File: src/rtl/apb_slave_pkg.sv
// Shared types, default parameters and decode helper for the APB completer.
// Imported by apb_modport_slave and apb_regfile.
package apb_slave_pkg;

    localparam int unsigned DEF_ADDR_WIDTH = 32;
    localparam int unsigned DEF_DATA_WIDTH = 32;
    localparam int unsigned DEF_NUM_REGS   = 16;
    localparam logic [31:0] DEF_ID_VALUE   = 32'hA9B0_0001;

    typedef enum logic {
        IDLE   = 1'b0,
        ACCESS = 1'b1
    } apb_state_e;

    // Index 0 holds the read-only ID word, so any write aimed at it is an error.
    function automatic logic decodeError(input logic [1:0] byteOffset,
                                         input logic       indexOutOfRange,
                                         input logic       isWrite,
                                         input logic       isIndexZero);
        return (byteOffset != 2'b00) | indexOutOfRange | (isWrite & isIndexZero);
    endfunction

endpackage

File: src/rtl/apb_regfile.sv
// Word register bank with asynchronous reset and a combinational read port.
// Word 0 always reads back ID_VALUE and ignores writes.
module apb_regfile
    import apb_slave_pkg::*;
#(
    parameter int unsigned          DATA_WIDTH = DEF_DATA_WIDTH,
    parameter int unsigned          NUM_REGS   = DEF_NUM_REGS,
    parameter logic [DATA_WIDTH-1:0] ID_VALUE  = DATA_WIDTH'(DEF_ID_VALUE),
    parameter int unsigned          IDX_W      = (NUM_REGS > 1) ? $clog2(NUM_REGS) : 1
) (
    input  logic                  clk,
    input  logic                  rst_n,
    input  logic                  we_i,
    input  logic [IDX_W-1:0]      widx_i,
    input  logic [DATA_WIDTH-1:0] wdata_i,
    input  logic [IDX_W-1:0]      ridx_i,
    output logic [DATA_WIDTH-1:0] rdata_o
);

    logic [DATA_WIDTH-1:0] regs_q [NUM_REGS];

    always_ff @(posedge clk or negedge rst_n) begin
        if (!rst_n) begin
            for (int i = 0; i < int'(NUM_REGS); i++) begin
                regs_q[i] <= '0;
            end
        end else if (we_i && (widx_i != '0) && (32'(widx_i) < NUM_REGS)) begin
            regs_q[widx_i] <= wdata_i;
        end
    end

    // Out-of-range indices are possible when NUM_REGS is not a power of two.
    always_comb begin
        rdata_o = '0;
        if (ridx_i == '0) begin
            rdata_o = ID_VALUE;
        end else if (32'(ridx_i) < NUM_REGS) begin
            rdata_o = regs_q[ridx_i];
        end
    end

endmodule

File: src/rtl/apb_modport_slave.sv
// APB completer: setup/access FSM with programmable wait states, address
// decode with error signalling, and a small register bank behind it.
module apb_modport_slave
    import apb_slave_pkg::*;
#(
    parameter int unsigned           ADDR_WIDTH  = DEF_ADDR_WIDTH,
    parameter int unsigned           DATA_WIDTH  = DEF_DATA_WIDTH,
    parameter int unsigned           NUM_REGS    = DEF_NUM_REGS,
    parameter int unsigned           WAIT_CYCLES = 0,
    parameter logic [DATA_WIDTH-1:0] ID_VALUE    = DATA_WIDTH'(DEF_ID_VALUE)
) (
    input  logic                  clk,
    input  logic                  preset_n,
    input  logic [ADDR_WIDTH-1:0] paddr,
    input  logic                  pwrite,
    input  logic                  psel,
    input  logic                  penable,
    input  logic [DATA_WIDTH-1:0] pwdata,
    output logic                  pready,
    output logic [DATA_WIDTH-1:0] prdata,
    output logic                  pslverr
);

    localparam int unsigned IDX_W = (NUM_REGS > 1) ? $clog2(NUM_REGS) : 1;
    localparam int unsigned CNT_W = (WAIT_CYCLES > 0) ? $clog2(WAIT_CYCLES + 1) : 1;
    localparam logic [ADDR_WIDTH-3:0] NumRegsLimit = (ADDR_WIDTH-2)'(NUM_REGS);

    apb_state_e             state_q;
    logic [CNT_W-1:0]       cnt_q;
    logic [ADDR_WIDTH-3:0]  wordIdx;
    logic                   decErr;
    logic                   writeEn;
    logic [DATA_WIDTH-1:0]  regRdata;

    assign wordIdx = paddr[ADDR_WIDTH-1:2];
    assign decErr  = decodeError(paddr[1:0], (wordIdx >= NumRegsLimit), pwrite,
                                 (wordIdx == '0));

    assign pready  = (state_q == ACCESS) & psel & penable & (cnt_q == '0);
    assign pslverr = pready & decErr;
    assign prdata  = (pready & ~pwrite & ~decErr) ? regRdata : '0;
    assign writeEn = pready & pwrite & ~decErr;

    // Dropping psel in ACCESS is a requester abort; penable alone in IDLE is ignored.
    always_ff @(posedge clk or negedge preset_n) begin
        if (!preset_n) begin
            state_q <= IDLE;
            cnt_q   <= '0;
        end else begin
            case (state_q)
                IDLE: begin
                    if (psel && !penable) begin
                        state_q <= ACCESS;
                        cnt_q   <= CNT_W'(WAIT_CYCLES);
                    end
                end
                ACCESS: begin
                    if (!psel) begin
                        state_q <= IDLE;
                        cnt_q   <= '0;
                    end else if (cnt_q == '0) begin
                        state_q <= IDLE;
                    end else if (penable) begin
                        cnt_q <= cnt_q - 1'b1;
                    end
                end
                default: begin
                    state_q <= IDLE;
                    cnt_q   <= '0;
                end
            endcase
        end
    end

    apb_regfile #(
        .DATA_WIDTH (DATA_WIDTH),
        .NUM_REGS   (NUM_REGS),
        .ID_VALUE   (ID_VALUE),
        .IDX_W      (IDX_W)
    ) u_regfile (
        .clk     (clk),
        .rst_n   (preset_n),
        .we_i    (writeEn),
        .widx_i  (wordIdx[IDX_W-1:0]),
        .wdata_i (pwdata),
        .ridx_i  (wordIdx[IDX_W-1:0]),
        .rdata_o (regRdata)
    );

endmodule

File: config.mk
export PLATFORM = sky130hd
export DESIGN_NAME = apb_modport_slave
export DESIGN_NICKNAME = d
export VERILOG_FILES = /design/src/rtl/apb_slave_pkg.sv /design/src/rtl/apb_regfile.sv /design/src/rtl/apb_modport_slave.sv
export SDC_FILE = /design/constraint.sdc
export NUM_CORES = 1
export LEC_CHECK = 0
export CAP_MARGIN = 20
export CORE_UTILIZATION = 50
export CTS_CLUSTER_SIZE = 40
export DETAILED_ROUTE_END_ITERATION = 10
export GPL_TIMING_DRIVEN = 0
export PLACE_DENSITY_LB_ADDON = 0.1
export SYNTH_ARGS = -nofsm -noshare
export SYNTH_HDL_FRONTEND = slang
export SYNTH_HIERARCHICAL = 1
export SYNTH_SLANG_ARGS = --single-unit
File: constraint.sdc
create_clock -name clk -period 2.55 [get_ports clk]
set_clock_uncertainty 0.2 [all_clocks]
set_input_delay 0.51 -clock clk [delete_from_list [all_inputs] [get_ports clk]]
set_output_delay 0.51 -clock clk [all_outputs]
set_load 0.1 [all_outputs]
# Word level (Yosys, flattened, before mapping)
# Index checks and enable logic that the tools add are counted.
[word_totals]
reg_bits = 514
latch_bits = 0
ram_bits = 0
romBits = 0
input_bits = 69
output_inout_bits = 34
word_cells = 64
mem_count = 0
[classes]
addsub = 1
multipliers = 0
div = 0
order_cmp = 3
eq_ne = 1
shift = 0
mux = 17
bitwise = 16
n_reduce_logical = 8
[op_table]
columns = ["cell", "n"]
rows = [
  ["$bwmux 512", 1],
  ["$mux 32", 5],
  ["$bmux 32 s4", 1],
  ["$demux 32 s4", 1],
  ["$ge 30x5->1 const B", 1],
  ["$logic_not 30->1", 1],
  ["$and 1x1->1", 9],
  ["$mux 1", 7],
  ["$ge 5x5->1 const B", 1],
  ["$lt 5x1->1 const B", 1],
  ["$not 4->5", 1],
  ["$logic_not 4->1", 1],
  ["$not 1->1", 4],
  ["$pmux 1 s2", 2],
  ["$reduce_bool 4->1", 1],
  ["$logic_and 1x1->1", 3],
  ["$ne 2x2->1 const B", 1],
  ["$or 1x1->1", 2],
  ["$reduce_bool 2->1", 1],
  ["$logic_not 1->1", 1],
  ["$sub 1x1->1 const B", 1],
]

# Depth between registers and ports, before layout
# Gate-level depths: netlist of run 1.
[logic_depth]
word_depth = 6
ltp_mapped = 10
ltp_nobuf = 6

# Cells and area by module
# The synthesis of run 1 kept the hierarchy.
[modules_own_cells]
columns = ["mod", "instances", "cells_per_inst", "area_each_um2", "seq_area_each_um2"]
rows = [
  ["apb_regfile", 1, 1446, 22592.9, 12612.1],
  ["apb_modport_slave", 1, 106, 953.4, 50.0],
]

# Least setup slack after synthesis of run 1
# OpenSTA, ideal clock, no wires.
[synth_path]
path_type = "input-to-output"
startpoint = "input paddr[2]"
endpoint = "output prdata[0]"
arrival_ps = 4498
required_time_ps = 1840
setup_slack_ps = -2658
cell_stages = 9
path_buffers = 3
cell_sequence = "buf_4 > buf_8 > buf_6 > mux2i_1 > a221oi_1 > a21oi_1 > o21ai_1 > nand3b_1 > nor4_1"
[synth_between]
elab_chain_cells = 6
elab_cells_between_ends = 14
classes_between = "order compare (1); mux (5); bitwise (6); reduce/logical (2)"
[synth_lines]
columns = ["item", "line", "rtl"]
rows = [
  ["start: declaration", "apb_modport_slave.sv:14", "input logic [ADDR_WIDTH-1:0] paddr,"],
  ["$not 4->5 (implied by the code)", "apb_regfile.sv:38", "rdata_o = regs_q[ridx_i];"],
  ["$bmux 32 s4", "apb_regfile.sv:38", ""],
  ["$mux 32 (implied by the code) (2 in a row)", "apb_regfile.sv:38", ""],
  ["$mux 32 *", "apb_regfile.sv:35", "if (ridx_i == '0) begin"],
  ["named net regRdata[0]", "apb_modport_slave.sv:33", "logic [DATA_WIDTH-1:0] regRdata;"],
  ["$mux 32 *", "apb_modport_slave.sv:41", "assign prdata = (pready & ~pwrite & ~decErr) ? regRdata : '0;"],
  ["end: declaration", "apb_modport_slave.sv:20", "output logic [DATA_WIDTH-1:0] prdata,"],
]
# The timed path passes the listed nets; every way through them passes the cells marked *. The select of a mux whose other input is x is not followed.

# Final worst setup path of run 1
[layout_path]
startpoint = "input paddr[2]"
endpoint = "output prdata[31]"
# The elaborated chain is that of the path after synthesis.

==> results of run 1 <==
## kinds of logic after synthesis
kind of cell	Yosys count	share of synthesized area [%]
AOI/OAI and AO/OA	83	2.423
xor gates and xnor gates	1	0.03720
buffers and inverters	170	3.427
DFF	506	53.78
muxes	658	36.00
and+or+nand+nor	134	4.341
## synth_stat cells (5+ instances only)
| master | n |
|---|---|
| dfrtp_1 | 506 |
| mux2_2 | 471 |
| mux4_2 | 103 |
| clkbuf_1 | 79 |
| buf_2 | 78 |
| mux2i_1 | 75 |
| nand3b_1 | 35 |
| nor4_2 | 34 |
| nand2_1 | 21 |
| o22ai_1 | 16 |
| a221oi_1 | 15 |
| nor2_1 | 13 |
| a21oi_1 | 12 |
| mux2_1 | 9 |
| a211oi_1 | 7 |
| a31oi_1 | 7 |
| o21ai_0 | 6 |
| buf_6 | 5 |
| nor4_1 | 5 |
## worst max path at each step
stage                                  endpoint  slack, ns      from  depth (start not counted)
after CTS                            prdata[18]      -0.81  paddr[2]                         11
after detailed placement             prdata[18]      -2.97  paddr[5]                          9
after global routing                 prdata[31]      -0.90  paddr[2]                         12
after floorplan                      prdata[12]      -0.85  paddr[2]                          9
after global placement    u_regfile/regs_q[130]     -21.28  preset_n                          1
final                                prdata[31]      -0.83  paddr[2]                         12
## critical path: cells and delay by family
| family | cells | cell delay [ns] |
|---|---|---|
| buffers and inverters | 6 | 0.94 |
| AO/OA/AOI/OAI | 3 | 0.58 |
| multiplexers | 1 | 0.17 |
| AND/OR/NAND/NOR | 2 | 0.46 |
## layer usage
layer  part of all wire [%]  up-vias  wire length (um)  track usage (%)
met5                      0        -                 0                0
met4                    3.9        0              3004            12.73
met3                    5.8      147              4553            4.671
met2                     47      583             36760            47.61
met1                     43     8525             33530            43.86
li1                       -     6461                 -                -
## what timing repair did
action | CTS | global route
gates cloned | 20 | 24
resized for setup | 725 | 182
endpoints found under the setup margin | 514 | 514
buffers inserted | 91 | 54
endpoints found under the hold margin | 94 | 94
pin swaps | 57 | 46
## registers in the layout, indices dropped and copies added (netlist names)
name / flops
u_regfile/regs_q: 504
state_q: 1
cnt_q: 1
## power by group through the flow
stage	combinational, mW	clock (mW)	sequential [mW]
finish	1.27	8.21	8.03
global route	1.32	8.65	8.02
CTS	1.14	8.29	8.03
detailed placement	0.973	0	8.18
global placement	0.936	0	8.20
floorplan	0.393	0	8.18
## layout make-up
type / count / area share [%]
plain buffers: 159 / 5.546
clock buffers: 80 / 5.004
clock inverters: 19 / 0.6137
inverters: 1 / 0.01130
multi-input cells: 876 / 36.93
flip-flops and latches: 506 / 38.10
well taps: 607 / 2.285
repair buffers: 289 / 11.51
==> impl_metrics.env, run 1 <==
export IMPL_setup_viol=514
export IMPL_critPathRequiredTime_ns=1.84
export IMPL_cpMaxStageDelayCell="a221oi_4"
export IMPL_finalInstanceArea_mm2=0.03323
export IMPL_routed_wl_um=77850
export IMPL_switching_share_pct=23.41
export IMPL_p_leak_nw=15.19
export IMPL_grt_pass1_vias=16104
export IMPL_io_buffer_count=102
export IMPL_hold_path_class="in2async"
export IMPL_layout_commonest_cell="dfrtp_1"
export IMPL_clock_path_buffers=3
export IMPL_cap_viol_max_count=0
export IMPL_cts_inserted_buffers=54
export IMPL_instances_no_fill=2537
export IMPL_fin_crit_ns=3.377
export IMPL_die_w_um=219.0
export IMPL_core_area_mm2=0.04646
export IMPL_mostFrequentLayoutCells="dfrtp_1, mux2_4, mux2_2"
export IMPL_track_usage_pct=30.86
export IMPL_cts_sinks=506
export IMPL_row_count=79
export IMPL_ios=103
export IMPL_place_area_mm2=0.02683
export IMPL_dp_cells=2266
export IMPL_path_class="in2out"
export IMPL_cts_tree="built"
export IMPL_synth_ff_type="dfrtp_1"
export IMPL_nets=1956
export IMPL_drtAntennaViolNets=0
export IMPL_clock_latency_ns=0.60
export IMPL_async_flop_share_pct=100.0
export IMPL_multi_input_area_mm2=0.01227
export IMPL_rr_startpoint="cnt_q"
export IMPL_yosysTopAreaCell="dfrtp_1"
export IMPL_rsz0062_at_grt="true"
export IMPL_die_y_um=219.0
export IMPL_ys_ff_latch=506
export IMPL_crit_fanout=8
export IMPL_synthCells=1552
export IMPL_crit_chain="buf_12 > buf_8 > buf_12 > buf_4 > buf_12 > mux2i_1 > a221oi_4 > a21oi_1 > o21ai_2 > nand3b_1 > nor4_4 > buf_6"
export IMPL_p_int_mw=13.41
export IMPL_dieArea_mm2=0.04797
export IMPL_yosysSeqAreaShare_pct=53.78
export IMPL_drc=0
export IMPL_rrSetupSlack_ns=-0.66
export IMPL_drive_gt1_share_pct=59.22
export IMPL_grt_pass1_wl_um=107500
export IMPL_seqCellArea_mm2=0.01266
export IMPL_synth_nets=1621
export IMPL_finalSetupTns_ns=-284.03
export IMPL_antenna_found_initial=0
export IMPL_clockPowerShare_pct=46.9
export IMPL_drv_slew=0
export IMPL_wl_per_cell_um=30.69
export IMPL_fill_cells=2883
export IMPL_vdd_drop_max_mv=0.4896
export IMPL_violations="negative hold slack, negative setup slack"
export IMPL_dr_pass1_iters=6
export IMPL_p_per_area_mw_per_mm2=526.7
export IMPL_htree_num_levels=2
export IMPL_vias_per_cell=6.195
export IMPL_critPathArrivalTime_ns=2.67
export IMPL_syn_to_final_growth_pct=41.13
export IMPL_p_seq_share_pct=45.9
export IMPL_grt_overflow=0
export IMPL_hold_ws_ns=-0.2997
export IMPL_syn_area_per_cell_um2=15.17
export IMPL_startpoint_type="input pin"
export IMPL_yosysTopAreaCellShare_pct=53.78
export IMPL_diodes=0
export IMPL_relSlewSlack_pct=45.35
export IMPL_end_kind="primary output"
export IMPL_initial_core_util_pct=50.68
export IMPL_syn_area_mm2=0.02355
export IMPL_vias=15716
export IMPL_tightest_slew_ns=0.8160
export IMPL_synth_edf_count=0
export IMPL_dp_hpwl_um=43920
export IMPL_globalplace_congestion=0.8214
export IMPL_power_mw=17.50
export IMPL_layout_setup_ws_ns=-0.8269
export IMPL_power_switching_mw=4.098
export IMPL_ys_types=44
export IMPL_max_freq_mhz=296.1
export IMPL_r2r_cells=14
export IMPL_fin_util_pct=71.53
export IMPL_cp_common_cell="buf_12"
export IMPL_yosys_warnings=6
export IMPL_path_clk_slew_ns=0.06
export IMPL_drt_iter0_drc=1398
export IMPL_finalCritPeriodShare_pct=132.4
export IMPL_regToRegEndpoint="u_regfile/regs_q[415]"
export IMPL_status="complete, but fails checks"
export IMPL_root_buffer="clkbuf_16"
export IMPL_pwr_share_comb_pct=7.2
export IMPL_grt_max_degree=127
export IMPL_cp_slowest_stage_delay_ns=0.29
export IMPL_dp_slack_ns=-2.973
export IMPL_finalHoldViolations=94
export IMPL_netlist_top_cells_area="dfrtp_1, mux2_2, mux4_2, mux2i_1, nor4_2"
Note: power is estimated with default switching activity, not from simulation.
==> run 2, diff against run 1 <==
Settings changed: CORE_UTILIZATION 50 to 27, SKIP_CTS_REPAIR_TIMING set to 1.
==> run 2 against run 1 <==
  * Maximum frequency is 3.2% lower
  * Global-route usage fell by 13 points
  * Wire length rose by 4.0%
  * Largest cell class unchanged
  * Non-clock buffer count fell by 104
  * The run ends with negative setup slack left
  * Critical path type unchanged
  * Combinational power down 7%
  * Power increased by 3.0%
==> impl_metrics.env, run 2 (synthesized netlist as in run 1, its figures left out) <==
export IMPL_dr_pass1_iters=5
export IMPL_row_count=107
export IMPL_root_buffer="clkbuf_16"
export IMPL_drtAntennaViolNets=0
export IMPL_cpMaxStageDelayCell="nor4_4"
export IMPL_relSlewSlack_pct=40.41
export IMPL_syn_to_final_growth_pct=33.71
export IMPL_instances_no_fill=2975
export IMPL_layout_commonest_cell="dfrtp_1"
export IMPL_power_mw=18.03
export IMPL_cts_sinks=506
export IMPL_largest_reg_flops=504
export IMPL_cap_viol_max_count=0
export IMPL_clock_latency_ns=0.61
export IMPL_track_usage_pct=17.63
export IMPL_critPathArrivalTime_ns=2.78
export IMPL_finalCritPeriodShare_pct=136.8
export IMPL_dp_hpwl_um=52060
export IMPL_grt_overflow=0
export IMPL_io_buffer_count=102
export IMPL_regMostFlops="u_regfile/regs_q"
export IMPL_globalplace_congestion=0.7606
export IMPL_status="complete, but fails checks"
export IMPL_drc=0
export IMPL_cts_inserted_buffers=59
export IMPL_vdd_drop_max_mv=0.4212
export IMPL_hold_path_class="reg2reg"
export IMPL_htree_num_levels=2
export IMPL_vias=14738
export IMPL_fin_crit_ns=3.489
export IMPL_max_freq_mhz=286.6
export IMPL_end_kind="primary output"
export IMPL_die_y_um=297.3
export IMPL_place_area_mm2=0.02753
export IMPL_grt_pass1_vias=15283
export IMPL_finalHoldViolations=0
export IMPL_rsz0062_at_grt="true"
export IMPL_cts_tree="built"
export IMPL_path_buf_inv=5
export IMPL_drive_gt1_share_pct=54.32
export IMPL_p_leak_nw=14.40
export IMPL_violations="negative setup slack"
export IMPL_reg_top3="u_regfile/regs_q: 504 flops, cnt_q: 1 flops, state_q: 1 flops"
export IMPL_drv_slew=0
export IMPL_nets=1857
export IMPL_crit_chain="buf_12 > buf_8 > buf_12 > buf_16 > mux2i_4 > a221oi_4 > a211oi_1 > a31oi_4 > nand3b_1 > nor4_4 > buf_6"
export IMPL_mostFrequentLayoutCells="dfrtp_1, mux2_2, mux2_4"
export IMPL_cp_slowest_stage_delay_ns=0.35
export IMPL_cp_common_cell="buf_12"
export IMPL_grt_max_degree=109
export IMPL_core_area_mm2=0.08582
export IMPL_path_class="in2out"
export IMPL_rrSetupSlack_ns=-0.32
export IMPL_startpoint_type="input pin"
export IMPL_critPathRequiredTime_ns=1.84
export IMPL_crit_fanout=6
export IMPL_drt_iter0_drc=893
export IMPL_ios=103
export IMPL_fill_cells=8006
export IMPL_critical_path_top_delay_family="buffers and inverters"
export IMPL_clock_path_buffers=3
export IMPL_vias_per_cell=4.954
export IMPL_p_per_area_mw_per_mm2=572.5
export IMPL_grt_pass1_wl_um=113700
export IMPL_finalInstanceArea_mm2=0.03148
export IMPL_dp_slack_ns=-3.613
export IMPL_die_w_um=297.3
export IMPL_routed_wl_um=80960
export IMPL_layout_setup_ws_ns=-0.9392
export IMPL_tightest_slew_ns=0.8939
export IMPL_dieArea_mm2=0.08839
export IMPL_antenna_found_initial=1
export IMPL_setup_viol=501
export IMPL_dp_cells=2804
export IMPL_wl_per_cell_um=27.21
export IMPL_path_clk_slew_ns=0.06
export IMPL_initial_core_util_pct=27.44
[run 2: cell types whose count changed in the layout (fill, tap and decap cells not counted), sizes merged]
cell,delta
diode,+1
dlygate4sd3,+1
clkbuf,-2
dlymetal6s2s,+26
bufinv,+2
bufbuf,-1
clkdlybuf4s50,+1
clkdlybuf4s15,-6
dlygate4sd2,-15
buf,-106
[run 2: metal layers]
metal / track usage, % / up-vias / part of all wire, %
met5: 0 / - / 0
met4: 4.234 / 0 / 2.1
met3: 2.534 / 79 / 3.5
met2: 27.52 / 268 / 46
met1: 25.63 / 8106 / 48
li1: - / 6285 / -
[run 2: final timing paths]
check / start / end / cells past startpoint
worst min register to register: u_regfile/regs_q[490] / u_regfile/regs_q[490] / 1
worst min-delay path: u_regfile/regs_q[490] / u_regfile/regs_q[490] / 1
worst max register to register: state_q / u_regfile/regs_q[430] / 11
max in group asynchronous: preset_n / u_regfile/regs_q[289] / 5
worst max-delay path: paddr[2] / prdata[19] / 11
min in group asynchronous: preset_n / u_regfile/regs_q[51] / 3
[run 2: area by class of cell]
type | instances | area, um^2 | area share (%)
Sequential cell | 506 | 12660 | 40.22
Multi-Input combinational cell | 876 | 11520 | 36.61
Timing Repair Buffer | 177 | 2115 | 6.716
Buffer | 167 | 1742 | 5.532
Clock buffer | 82 | 1725 | 5.480
Tap cell | 1144 | 1431 | 4.547
Clock inverter | 21 | 275.3 | 0.8743
Inverter | 1 | 3.754 | 0.01192
Antenna cell | 1 | 2.502 | 0.007948
[run 2: power breakdown]
group	switching (mW)	total (mW)	internal, mW
clock network	3.53	8.81	5.29
logic	0.764	1.18	0.414
registers	0.000889	8.03	8.03
[run 2: through the flow]
stage                     hold WS (ns)  util [%]  setup TNS, ns
after floorplan                0.01441         -        -109.36
after CTS                      -0.4234     34.41        -680.07
after global placement          0.2353     31.90              -
final                           0.2500     36.69        -108.15
after detailed placement        0.2399     32.08        -996.57
after global routing            0.2705     36.69        -149.14
[run 2: worst register-to-register path, stage by stage, from the launching register on]
cell and delay [ns]:
dfrtp_1 0.41, and4b_1 0.25, buf_12 0.15, buf_12 0.14, nand2_4 0.08, nor4_4 0.04, buf_4 0.16, nor3b_4 0.16
nand2b_1 0.06, clkbuf_1 0.35, clkbuf_4 0.40, mux2_2 0.37
==> run 3, diff against run 2 <==
Settings changed: CORE_UTILIZATION 27 to 41.
==> run 3 against run 2 <==
  * The run still ends with negative setup slack left
  * Clock power is 5.4% lower
  * Design area down 4.5%
  * Via count down 3.0%
  * Critical path depth is 1 higher
  * Critical path type unchanged
  * Largest cell class unchanged
  * Largest power group unchanged
==> impl_metrics.env, run 3 (synthesized netlist as in run 1, its figures left out) <==
export IMPL_regToRegEndpoint="u_regfile/regs_q[454]"
export IMPL_setup_viol=514
export IMPL_crit_chain="buf_12 > buf_8 > buf_12 > buf_12 > buf_4 > mux2i_1 > a221oi_2 > nand2_1 > a31oi_4 > nand3b_1 > nor4_4 > buf_6"
export IMPL_fin_util_pct=53.12
export IMPL_die_w_um=241.6
export IMPL_relSlewSlack_pct=35.94
export IMPL_clock_path_buffers=3
export IMPL_dr_pass1_iters=5
export IMPL_vdd_drop_max_mv=0.5132
export IMPL_root_buffer="clkbuf_16"
export IMPL_p_leak_nw=13.79
export IMPL_critPathArrivalTime_ns=2.69
export IMPL_grt_pass1_vias=15445
export IMPL_finalInstanceArea_mm2=0.03007
export IMPL_grt_pass1_wl_um=103400
export IMPL_ios=103
export IMPL_cap_viol_max_count=0
export IMPL_cp_slowest_stage_delay_ns=0.32
export IMPL_layout_commonest_cell="dfrtp_1"
export IMPL_tightest_slew_ns=0.9593
export IMPL_crit_start="paddr[2]"
export IMPL_path_clk_slew_ns=0.06
export IMPL_violations="negative setup slack"
export IMPL_finalCritPeriodShare_pct=133.2
export IMPL_clock_latency_ns=0.59
export IMPL_critical_path_top_delay_family="buffers and inverters"
export IMPL_dieArea_mm2=0.05839
export IMPL_diodes=0
export IMPL_drv_slew=0
export IMPL_end_kind="primary output"
export IMPL_routed_wl_um=69210
export IMPL_grt_use_met2_pct=36.53
export IMPL_rrSetupSlack_ns=-0.77
export IMPL_startpoint_type="input pin"
export IMPL_cts_tree="built"
export IMPL_vias=14294
export IMPL_grt_busiest_layer="met2"
export IMPL_die_y_um=241.6
export IMPL_row_count=87
export IMPL_place_area_mm2=0.02704
export IMPL_drtAntennaViolNets=0
export IMPL_htree_num_levels=2
export IMPL_largest_reg_flops=504
export IMPL_initial_core_util_pct=41.60
export IMPL_drive_gt1_share_pct=53.46
export IMPL_fill_cells=4688
export IMPL_critPathCapture="prdata[18]"
export IMPL_cts_inserted_buffers=57
export IMPL_grt_max_degree=109
export IMPL_wl_per_cell_um=27.14
export IMPL_mostFrequentLayoutCells="dfrtp_1, mux2_2, mux2_4"
export IMPL_cts_sinks=506
export IMPL_crit_fanout=7
export IMPL_antenna_found_initial=0
export IMPL_finalSetupTns_ns=-301.02
export IMPL_syn_to_final_growth_pct=27.70
export IMPL_use_met3_pct=4.628
export IMPL_drc=0
export IMPL_cp_common_cell="buf_12"
export IMPL_path_buf_inv=6
export IMPL_globalplace_congestion=0.8014
export IMPL_io_buffer_count=102
export IMPL_reg_top3="u_regfile/regs_q: 504 flops, cnt_q: 1 flops, state_q: 1 flops"
export IMPL_regMostFlops="u_regfile/regs_q"
export IMPL_crit_cells=12
export IMPL_grt_overflow=0
export IMPL_finalHoldViolations=0
export IMPL_status="complete, but fails checks"
export IMPL_vias_per_cell=5.605
export IMPL_track_usage_pct=23.96
export IMPL_hold_path_class="in2async"
export IMPL_layout_setup_ws_ns=-0.8474
export IMPL_hold_ws_ns=0.2223
export IMPL_nets=1816
export IMPL_cpMaxStageDelayCell="a221oi_2"
export IMPL_rr_startpoint="cnt_q"
export IMPL_r2r_cells=10
export IMPL_p_per_area_mw_per_mm2=581.4
export IMPL_met1_usage_pct=34.07
export IMPL_max_freq_mhz=294.3
export IMPL_rsz0062_at_grt="true"
export IMPL_drt_iter0_drc=1032
export IMPL_path_class="in2out"
export IMPL_core_area_mm2=0.05660
export IMPL_critPathRequiredTime_ns=1.84
export IMPL_dp_hpwl_um=46550
export IMPL_fin_crit_ns=3.397
run 3: cell types whose count changed in the layout (fill, tap and decap cells not counted), sizes merged, moves of 3 or more:
| cell | previous run | this run |
|---|---|---|
| buf | 188 | 150 |
| clkdlybuf4s50 | 37 | 57 |
| dlymetal6s2s | 26 | 7 |
| clkbuf | 174 | 183 |
| bufinv | 6 | 3 |
| clkinv | 12 | 9 |
run 3: power breakdown:
group          switching, mW  internal [mW]  total, mW
Sequential          0.000903           8.03       8.03
Clock                   3.33           5.00       8.33
Combinational          0.720          0.398       1.12
run 3: per-stage QoR:
step	power [mW]	setup slack (ns)	cells
6_report	17.48	-0.8474	2550
5_1_grt	18.09	-0.9343	2550
4_1_cts	17.59	-3.288	2522
3_5_place_dp	9.175	-3.254	2416
3_3_place_gp	9.156	-21.70	2410
2_1_floorplan	8.573	-0.8488	1552
run 3: worst min path at each step:
stage | endpoint | slack [ns] | cells after the start
after floorplan | cnt_q | 0.01 | 0
after global placement | u_regfile/regs_q[506] | 0.24 | 1
after detailed placement | u_regfile/regs_q[502] | 0.24 | 1
after CTS | u_regfile/regs_q[93] | -0.39 | 1
after global routing | u_regfile/regs_q[93] | 0.27 | 2
final | u_regfile/regs_q[93] | 0.22 | 2
run 3: area by class of cell:
type / instances / area [um^2] / share of cell area [%]
Multi-Input combinational cell: 876 / 11580 / 38.51
Timing Repair Buffer: 137 / 1476 / 4.910
Inverter: 1 / 6.256 / 0.02081
Clock buffer: 93 / 1764 / 5.867
Sequential cell: 506 / 12660 / 42.11
Buffer: 168 / 1486 / 4.943
Clock inverter: 13 / 147.6 / 0.4910
Tap cell: 756 / 945.9 / 3.146
run 3: per-layer routing:
| layer | up-vias | share of wire, % |
|---|---|---|
| met2 | 297 | 46 |
| li1 | 6172 | - |
| met3 | 107 | 4.7 |
| met5 | - | 0 |
| met1 | 7718 | 46 |
| met4 | 0 | 2.8 |
run 3: worst register-to-register path: cells and delay by family, from the launching register on:
| family | cells | cell delay, ns |
|---|---|---|
| AND/OR/NAND/NOR | 5 | 1.67 |
| buffers and inverters | 4 | 0.64 |
| flip-flops | 1 | 0.39 |
| multiplexers | 1 | 0.31 |
==> edit, RTL diff (settings of run 2) <==
`DEF_ADDR_WIDTH`: 32 -> 36.
--- a/src/rtl/apb_slave_pkg.sv
+++ b/src/rtl/apb_slave_pkg.sv
@@ -4,3 +4,3 @@
 
-    localparam int unsigned DEF_ADDR_WIDTH = 32;
+    localparam int unsigned DEF_ADDR_WIDTH = 36;
     localparam int unsigned DEF_DATA_WIDTH = 32;
Interface: changed (resized paddr); port bits go from 103 to 107. The function was not compared with the original's and may differ.
==> edit against run 2 <==
The run still ends with setup timing left. Cell area down 0.19%. Power down 1.1%. Global-route usage up 0.10 points. Synthesized area up 0.10%. Largest power group unchanged. Wire length down 2.4%. Cell count up 0.34%. Largest cell class unchanged. Critical endpoint unchanged. Sequential cell count unchanged. Worst setup slack worse by 17 ps.
==> edit: results (changes against run 2) <==
| Metric | Value |
|---|---|
| CTS Buf Count | 61 (was 59) |
| Sequential fraction of the synthesis area | 53.7% (was 53.8%) |
| Distinct cells, synth | 42 (was 44) |
| Worst Path Arrival | 2800 ps (was 2780 ps) |
| Placement Cell Area | 27,500 sq um (about the same) |
| Fin nets | 1,858 (was 1,857) |
| Gpl congestion | 0.762 (was 0.761) |
| Synth cell count leaders | 506 x dfrtp_1, 471 x mux2_2, 103 x mux4_2, 79 x clkbuf_1, 77 x buf_2 (was 506 x dfrtp_1, 471 x mux2_2, 103 x mux4_2, 79 x clkbuf_1, 78 x buf_2) |
| CP startpoint | paddr[2] (unchanged) |
| Post-Route WL | 79,000 um (was 81,000 um) |
| Root Buffer | clkbuf_16 (unchanged) |
| Reg-to-reg endpoint | u_regfile/regs_q[37] (was u_regfile/regs_q[430]) |
| First-pass GRT wire length | 115,000 um (was 114,000 um) |
| Yosys warning count | 6 (unchanged) |
| Vias in the first global route | 15,800 (was 15,300) |
| Vias per cell | 4.89 (was 4.95) |
| Syn Nets | 1,624 (was 1,621) |
| Synth Area in XOR/XNOR | 0.0372% (about the same) |
| Outcome | finished with violations (unchanged) |
| Compound-Gate Fraction of Synth Area | 2.42% (about the same) |
| Measured slew at the worst slew-check pin | 964 ps (was 894 ps) |
| Final setup fails | 512 (was 501) |
| Peak VDD IR | 477 uV (was 421 uV) |
| Largest net degree at the start of global routing | 115 (was 109) |
| Detailed placer's ending HPWL | 52,300 um (was 52,100 um) |
| Slowest stage cell on the critical path | nor4_4 (unchanged) |
| Failing checks | setup timing (unchanged) |
| Static Leak | 14.4 nW (about the same) |
| Post-synthesis async set-or-reset flop share | 100% (unchanged) |
| Top area cells in the synthesized netlist | dfrtp_1 54%, mux2_2 23%, mux4_2 9.8% (was dfrtp_1 54%, mux2_2 23%, mux4_2 9.9%) |
| Max FO, Critical Path | 6 (unchanged) |
| Initial antenna violation count | 0 (was 1) |
| Flop2flop setup slack | -480 ps (was -320 ps) |
| Slew Viols, Final | 0 (unchanged) |
| Synth Area in Adders | 0% (unchanged) |
| 1st-iter DRT viols | 722 (was 893) |
| Layout cell share with drive strength beyond 1 | 54.5% (was 54.3%) |
| 1st-pass router iterations | 5 (unchanged) |
| Total track usage | 17.7% (was 17.6%) |
| FF-to-FF path depth | 12 (was 11) |
| Level count of the clock H-tree | 2 (unchanged) |
| Min-delay worst type | in -> async (was reg -> reg) |
| Fill cells | 8,090 (was 8,006) |
| CP max stage delay | 480 ps (was 350 ps) |
| Port Buffers | 106 (was 102) |
| R2R Path Start | cnt_q (was state_q) |
| Largest buffer count on any clock path | 3 (unchanged) |
| Fraction of synthesized area in multiplexers | 36.0% (about the same) |
| Setup TNS | -165,900 ps (was -108,150 ps) |
| Post-route worst setup slack | -956 ps (was -939 ps) |
| CP endpoint | prdata[19] (unchanged) |
edit: changes by cell type after synthesis:
cell / before / now
buf_2: 78 / 77
buf_4: 3 / 4
nand4_1: 1 / 0
nand4_2: 1 / 2
nor2_1: 13 / 12
nor3_1: 3 / 1
nor4_2: 34 / 37
nor4b_1: 1 / 0
edit: final cells by class:
type | count | area (sq um) | area share, %
clock buffers | 100 | 1840 | 5.87
well taps | 1144 | 1430 | 4.56
multi-input cells | 875 | 11700 | 37.3
flip-flops and latches | 506 | 12700 | 40.3
diodes | 5 | 12.5 | 0.0398
clock inverters | 14 | 128 | 0.406
inverters | 1 | 6.26 | 0.0199
repair buffers | 172 | 1980 | 6.31
plain buffers | 168 | 1640 | 5.23
edit: kinds of logic (layout without fill, tap and decap cells):
logic type / after synthesis / count (layout)
AOI/OAI and AO/OA: 83 / 83
xor gates and xnor gates: 1 / 1
buffers and inverters: 170 / 455
DFF: 506 / 506
muxes: 658 / 658
other: 0 / 5
and+or+nand+nor: 133 / 133
edit: metal layers:
| layer | GRT usage, % | up-vias | share of wire (%) |
|---|---|---|---|
| li1 | - | 6282 | - |
| met1 | 25.6 | 7956 | 48 |
| met2 | 27.9 | 275 | 47 |
| met3 | 2.58 | 91 | 3.3 |
| met4 | 4.07 | 0 | 2.0 |
| met5 | 0 | - | 0 |
edit: power breakdown:
part           total (mW)  internal (mW)  switching, mW
combinational        1.22          0.438          0.786
clock                8.57           5.02           3.55
sequential           8.03           8.03       0.000921
edit: per-stage QoR:
step	std cells	setup slack [ps]	util, %	hold WS [ps]
2_1_floorplan	1551	-875	-	14.4
3_3_place_gp	2801	-22700	31.9	235
3_5_place_dp	2807	-3600	32.1	244
4_1_cts	2921	-3610	34.4	-379
5_1_grt	2980	-1010	36.6	256
6_report	2985	-956	36.6	212
